## src/rtl/cfg_logic_cluster.sv

```systemverilog
// Cluster of N cells (K-input LUT plus optional FF) loaded over a serial configuration chain.
// Define CFG_PARITY_EN to append a trailing even-parity bit to every load.
//
// state  | meaning
// IDLE   | after reset, waiting for cfg_start
// LOAD   | shifting configuration bits into the chain
// PARITY | waiting for the trailing parity bit (CFG_PARITY_EN)
// ACTIVE | configuration live, cells drive out
// ERROR  | parity mismatch, held until cfg_start or reset (CFG_PARITY_EN)

module cfg_logic_cluster #(
  parameter int K = 5,
  parameter int N = 4
) (
  input  logic           clock,
  input  logic           reset_n,
  input  logic           cfg_start,
  input  logic           cfg_valid,
  input  logic           cfg_data,
  output logic           cfg_ready,
  output logic           cfg_sout,
  output logic           cfg_done,
  output logic           cfg_err,
  input  logic [N*K-1:0] lut_in,
  input  logic [N-1:0]   ff_en,
  output logic [N-1:0]   out
);

  localparam int TBL_BITS  = 1 << K;
  localparam int CELL_BITS = TBL_BITS + 1;
  localparam int CFG_BITS  = N * CELL_BITS;
  localparam int CW        = $clog2(CFG_BITS + 1);
  localparam logic [CW-1:0] LAST_BIT = CW'(CFG_BITS - 1);

  typedef enum logic [2:0] {
    IDLE   = 3'd0,
    LOAD   = 3'd1,
    ACTIVE = 3'd2
`ifdef CFG_PARITY_EN
    ,
    PARITY = 3'd3,
    ERROR  = 3'd4
`endif
  } state_t;

  state_t              state;
  logic [CFG_BITS-1:0] cfg_mem;
  logic [CW-1:0]       cnt;
  logic [N-1:0]        q;
  logic [N-1:0]        d;
  logic                active;
  logic                xfer;

  assign active = (state == ACTIVE);
  assign xfer   = cfg_valid && cfg_ready;

  for (genvar g = 0; g < N; g++) begin : g_cell
    logic [TBL_BITS-1:0] tbl;
    logic                sel;
    assign tbl    = cfg_mem[g*CELL_BITS +: TBL_BITS];
    assign sel    = cfg_mem[g*CELL_BITS + TBL_BITS];
    assign d[g]   = tbl[lut_in[g*K +: K]];
    assign out[g] = active && (sel ? q[g] : d[g]);
  end

`ifndef CFG_PARITY_EN
  assign cfg_err = 1'b0;
`endif

  always_ff @(posedge clock) begin
    if (!reset_n) begin
      state     <= IDLE;
      cfg_mem   <= '0;
      cnt       <= '0;
      q         <= '0;
      cfg_ready <= 1'b0;
      cfg_done  <= 1'b0;
      cfg_sout  <= 1'b0;
`ifdef CFG_PARITY_EN
      cfg_err   <= 1'b0;
`endif
    end else begin
      // cell FFs only run while the configuration is live
      q <= active ? ((d & ff_en) | (q & ~ff_en)) : '0;
      if (cfg_start) begin
        state     <= LOAD;
        cnt       <= '0;
        cfg_ready <= 1'b1;
        cfg_done  <= 1'b0;
`ifdef CFG_PARITY_EN
        cfg_err   <= 1'b0;
`endif
      end else if (xfer) begin
        case (state)
          LOAD: begin
            cfg_mem  <= {cfg_mem[CFG_BITS-2:0], cfg_data};
            cfg_sout <= cfg_mem[CFG_BITS-1];
            cnt      <= cnt + CW'(1);
            if (cnt == LAST_BIT) begin
`ifdef CFG_PARITY_EN
              state     <= PARITY;
`else
              state     <= ACTIVE;
              cfg_ready <= 1'b0;
              cfg_done  <= 1'b1;
`endif
            end
          end
`ifdef CFG_PARITY_EN
          PARITY: begin
            // parity bit is consumed here and never reaches cfg_sout
            cfg_ready <= 1'b0;
            if (^{cfg_mem, cfg_data}) begin
              state   <= ERROR;
              cfg_err <= 1'b1;
            end else begin
              state    <= ACTIVE;
              cfg_done <= 1'b1;
            end
          end
`endif
          default: ;
        endcase
      end
    end
  end

endmodule

```

## config.mk

```make
export PLATFORM = sky130hd
export DESIGN_NAME = cfg_logic_cluster
export DESIGN_NICKNAME = d
export VERILOG_FILES = /design/src/rtl/cfg_logic_cluster.sv
export SDC_FILE = /design/constraint.sdc
export NUM_CORES = 1
export LEC_CHECK = 0
export CAP_MARGIN = 10
export CORE_MARGIN = 1
export CORE_UTILIZATION = 54
export CTS_CLUSTER_DIAMETER = 40
export DETAILED_ROUTE_END_ITERATION = 8
export PLACE_DENSITY_LB_ADDON = 0.3
export SLEW_MARGIN = 20
export SYNTH_ARGS = -nofsm -noshare
export SYNTH_HDL_FRONTEND = slang
export SYNTH_SLANG_ARGS = --single-unit
```

## constraint.sdc

```tcl
create_clock -name clock -period 1.52 [get_ports clock]
set_clock_uncertainty 0.05 [all_clocks]
set_input_delay 0.304 -clock clock [delete_from_list [all_inputs] [get_ports clock]]
set_output_delay 0.304 -clock clock [all_outputs]
set_load 0.05 [all_outputs]
```

==> summary by stage <==
Worst setup path
The biggest cell delay along the critical path is ~0.40 ns. The capture instance of the worst register-to-register path is cfg_mem[40]$_SDFFE_PN0P_. The reg-to-reg critical path startpoint is state[0]$_SDFFE_PN0P_. The worst endpoint data arrival time is ~1.9 ns.

The endpoint kind of the worst setup timing path is a primary output. Among cell families on the critical path, the largest total delay comes from flip-flops. The depth of the worst register-to-register path is 8. The slowest stage of the critical path belongs to the cell dfxtp_1. The internal reg-to-reg setup slack is -0.27 ns. The buffering stage count on the worst path with inverters included is 1. The worst setup path is of the reg -> out kind. At the worst endpoint, the required time is about 1.2 ns. The critical path startpoint category is a flip-flop. Along the worst path, the maximum fanout reaches 3. The path length in cells of the critical path is 6.

Following the worst setup path forward leads to its endpoint at out[2]. The startpoint of the worst setup timing path is cfg_mem[80]$_SDFFE_PN0P_. Traced cell by cell, the critical path runs through mux2i_1 > a22oi_1 > nand3_1 > and4_4 > a21oi_4 > buf_12.

Status
The flow ran to the end, but the final reports show violations. The final reports fail on setup timing.

Drt
The initial detailed-routing violation count is roughly 500. The detailed-router iteration count before antenna repair is 7. After detailed routing, the average wire length per cell comes to 20.5 µm.

The post-detailed-route DRC marker count is 0. The vias per cell is approximately 5.9. Across all layers, the routed design uses roughly 6,800 vias.

The post-route antenna net violation count is 0. The aggregate routed wire length is between 20,000 and 25,000 µm.

Synth
Synthesis produced a netlist with a net count of approximately 850. The biggest area consumer among synthesized cells is dfxtp_1. Of all flip-flops after synthesis, the portion carrying an async set or reset was 0. The main flop type after synthesis is dfxtp_1. Of the post-synthesis cell area, the dominant cell type holds 0.435. The simple-gate share of the synthesized area is 0.221. For this run, the register share of the synthesized area comes to 0.435. In the post-synthesis netlist, the cell with the most instances is nand2_1. By area the synthesized netlist is led by dfxtp_1 44%, nand2_1 16%, a21boi_0 14%. The cell area after technology mapping is 6760 µm². Dividing the synthesized area by the synthesized cell count gives 8.24 µm². The compound-cell area share of the yosys netlist is 0.191. The synthesized instance count is a little over 800. Of the total synthesized cell area, the portion taken by full adders, half adders and majority gates is 0.00185. Of the total synthesized cell area, the portion taken by XOR and XNOR cells is 0.00906. Counting flops and latches in the post-synthesis netlist gives around 150.

The main combinational cell family by area after synthesis is simple AND/OR/NAND/NOR gates. The synthesized netlist contains 32 unique library cells. After synthesis, the share of cell area in mux cells is 0.0947.

By count the netlist is led by 289 x nand2_1, 147 x dfxtp_1, 127 x a21boi_0. Counting flops with a built-in enable in the synthesized netlist gives 0. The synthesis warning total is 0.

Power
The leakage power figure is 0.00439 µW. Dividing total power by cell area gives a power density of 904 nW/µm². VDD sags by at most ~860 µV.

Floorplanning
In this run the count of I/O pins placed on the die edge is 37. The floorplan has 40 rows. The die span in y is roughly 110 µm.

The die is ~110 µm wide. The core region is 12,100 µm². For this configuration, the core starts out at a cell density of 0.558.

The die covers 13,000 µm².

Clocking
In this run, CTS created clock tree buffers numbering 17. The TritonCTS clock tree is yes. In this run the deepest clock path goes through 2 buffers. The CTS clock-pin slew for the worst setup and hold paths is around 0.060 ns. The number of clock sinks seen by CTS is roughly 150. The total number of H-tree levels is 4.

The tree is rooted in a clkbuf_16. The clock latency at the later pin of the worst-skew pair is around 0.44 ns.

Cells and area
The fraction of layout cells with a size suffix above 1 is 0.360. The utilization after layout is 0.845. From synthesis to final layout, the design area changed by 51.3%. The layout has ~590 filler cells. The number of antenna cells inserted is 0.

The total number of nets in the final design is approximately 1,000.

STA
The worst path in the final design needs a cycle of between 2 and 2.5 ns, including I/O delays and setup. The final hold violation count was 0. Derived from the worst setup path, the maximum achievable clock frequency is 451 MHz. Setup slack on the critical path of the routed design comes to -0.695 ns. Setup repair after global routing could not meet its margin everywhere. Hold timing on the final database bottoms out at a slack of roughly 0.13 ns.

The total count of max-transition violations in the final report was 0. The final period utilization is 1.46. Setup violations remaining at the end of the flow were counted as between 100 and 150.

GRT
The first global-routing pass estimated approximately 29,000 µm of wire. Summed over all layers, the global routing overflow is 0. The overall routing resource usage is 0.280. The via count of the first global-routing pass is around 6,100. The initial antenna violation count is 0.

The pin count of the biggest net entering global routing is 71.

Placement
The weighted congestion at the end of routability-driven global placement is 0.876. The wire-length estimate of the detail-placed layout is 9630 µm. Input and output buffers added on the ports amount to 35.

Hold path
The min-delay analysis places its worst path in the category in -> reg.

Flow run
The max-capacitance violation count is 0.
## layout make-up
class	count	area, µm²	share of cell area
multi-input cells	614	4110	0.402
flip-flops and latches	147	3000	0.293
well taps	168	210	0.0205
repair buffers	185	2270	0.222
inverters	5	18.8	0.00183
clock inverters	8	123	0.0120
clock buffers	23	499	0.0488
## layer usage
| layer | vias to the layer above | share of wire | track usage | wire length [µm] |
|---|---|---|---|---|
| met5 | - | 0 | 0 | 0 |
| met4 | 0 | 0.051 | 0.126 | 1210 |
| met3 | 118 | 0.068 | 0.0659 | 1590 |
| met2 | 349 | 0.50 | 0.488 | 11800 |
| met1 | 3224 | 0.38 | 0.326 | 8910 |
| li1 | 3060 | - | - | - |
## through the flow
stage	setup TNS, ns	setup WS [ns]	cell area (µm²)	std cells	total power [µW]
4_1_cts	-2.42	-0.538	9180	1125	8980
6_report	-26.18	-0.695	10200	1150	9250
3_3_place_gp	-43.47	-0.739	8140	1074	4510
2_1_floorplan	-1.10	-0.255	6940	821	4340
5_1_grt	-36.41	-0.722	10200	1150	9400
3_5_place_dp	-49.18	-0.790	8140	1074	4520
## how the worst min path moves through the flow
| stage | start | end | slack, ns | cells after the start |
|---|---|---|---|---|
| global placement | cfg_mem[65]$_SDFFE_PN0P_ | cfg_mem[65]$_SDFFE_PN0P_ | 0.41 | 2 |
| CTS | reset_n | flip-flop | 0.13 | 3 |
| detailed placement | cfg_mem[117]$_SDFFE_PN0P_ | cfg_mem[118]$_SDFFE_PN0P_ | 0.42 | 2 |
| floorplan | ff_en[3] | flip-flop | 0.35 | 1 |
| finish | reset_n | flip-flop | 0.13 | 3 |
| global route | reset_n | flip-flop | 0.19 | 3 |
## worst reg2reg max path: stages, from the launching register on
cell	delay [ns]
dfxtp_4	0.36
buf_6	0.10
buf_6	0.09
nand3b_1	0.16
nor2_4	0.30
clkbuf_16	0.24
clkbuf_16	0.16
nand2_1	0.08
a21boi_1	0.17
## flip-flops by register name, summed over array words and instances, names as in the netlist, named ones only
register,flops
cfg_done,1
cfg_mem,132
cfg_sout,1
cnt,8
state,1
## kinds of logic (layout without fill, tap and decap cells)
kind of cell / after synthesis / count (layout)
xor gates and xnor gates: 7 / 7
adders and majority gates: 1 / 1
AOI/OAI and AO/OA: 180 / 180
DFF: 147 / 147
muxes: 64 / 64
and+or+nand+nor: 361 / 361
buffers and inverters: 60 / 221
other: 1 / 1
## report_power, final
part	total (µW)	internal, µW	switching (µW)
Combinational	872	453	419
Clock	4520	2800	1720
Sequential	3850	3850	3.54
## cells in the final DEF (no fill, tap or decap), drive strengths merged, types with 5 or more instances in the layout
master,count
a211oi,8
a21boi,133
a21oi,19
a22oi,16
buf,142
clkbuf,39
clkdlybuf4s50,8
clkinv,5
dfxtp,147
dlygate4sd2,14
inv,5
mux2i,64
nand2,290
nand2b,10
nand3,19
nor2,18
nor2b,9
xor2,5
## repair_timing
action / CTS / global route
endpoints found under the setup margin: 31 / 138
buffers inserted: 11 / 4
gates cloned: 9 / 21
gates resized for setup: 87 / 274
hold buffers: 0 / 0
pin swaps: 24 / 95
Note: power is estimated with default switching activity, not from simulation.
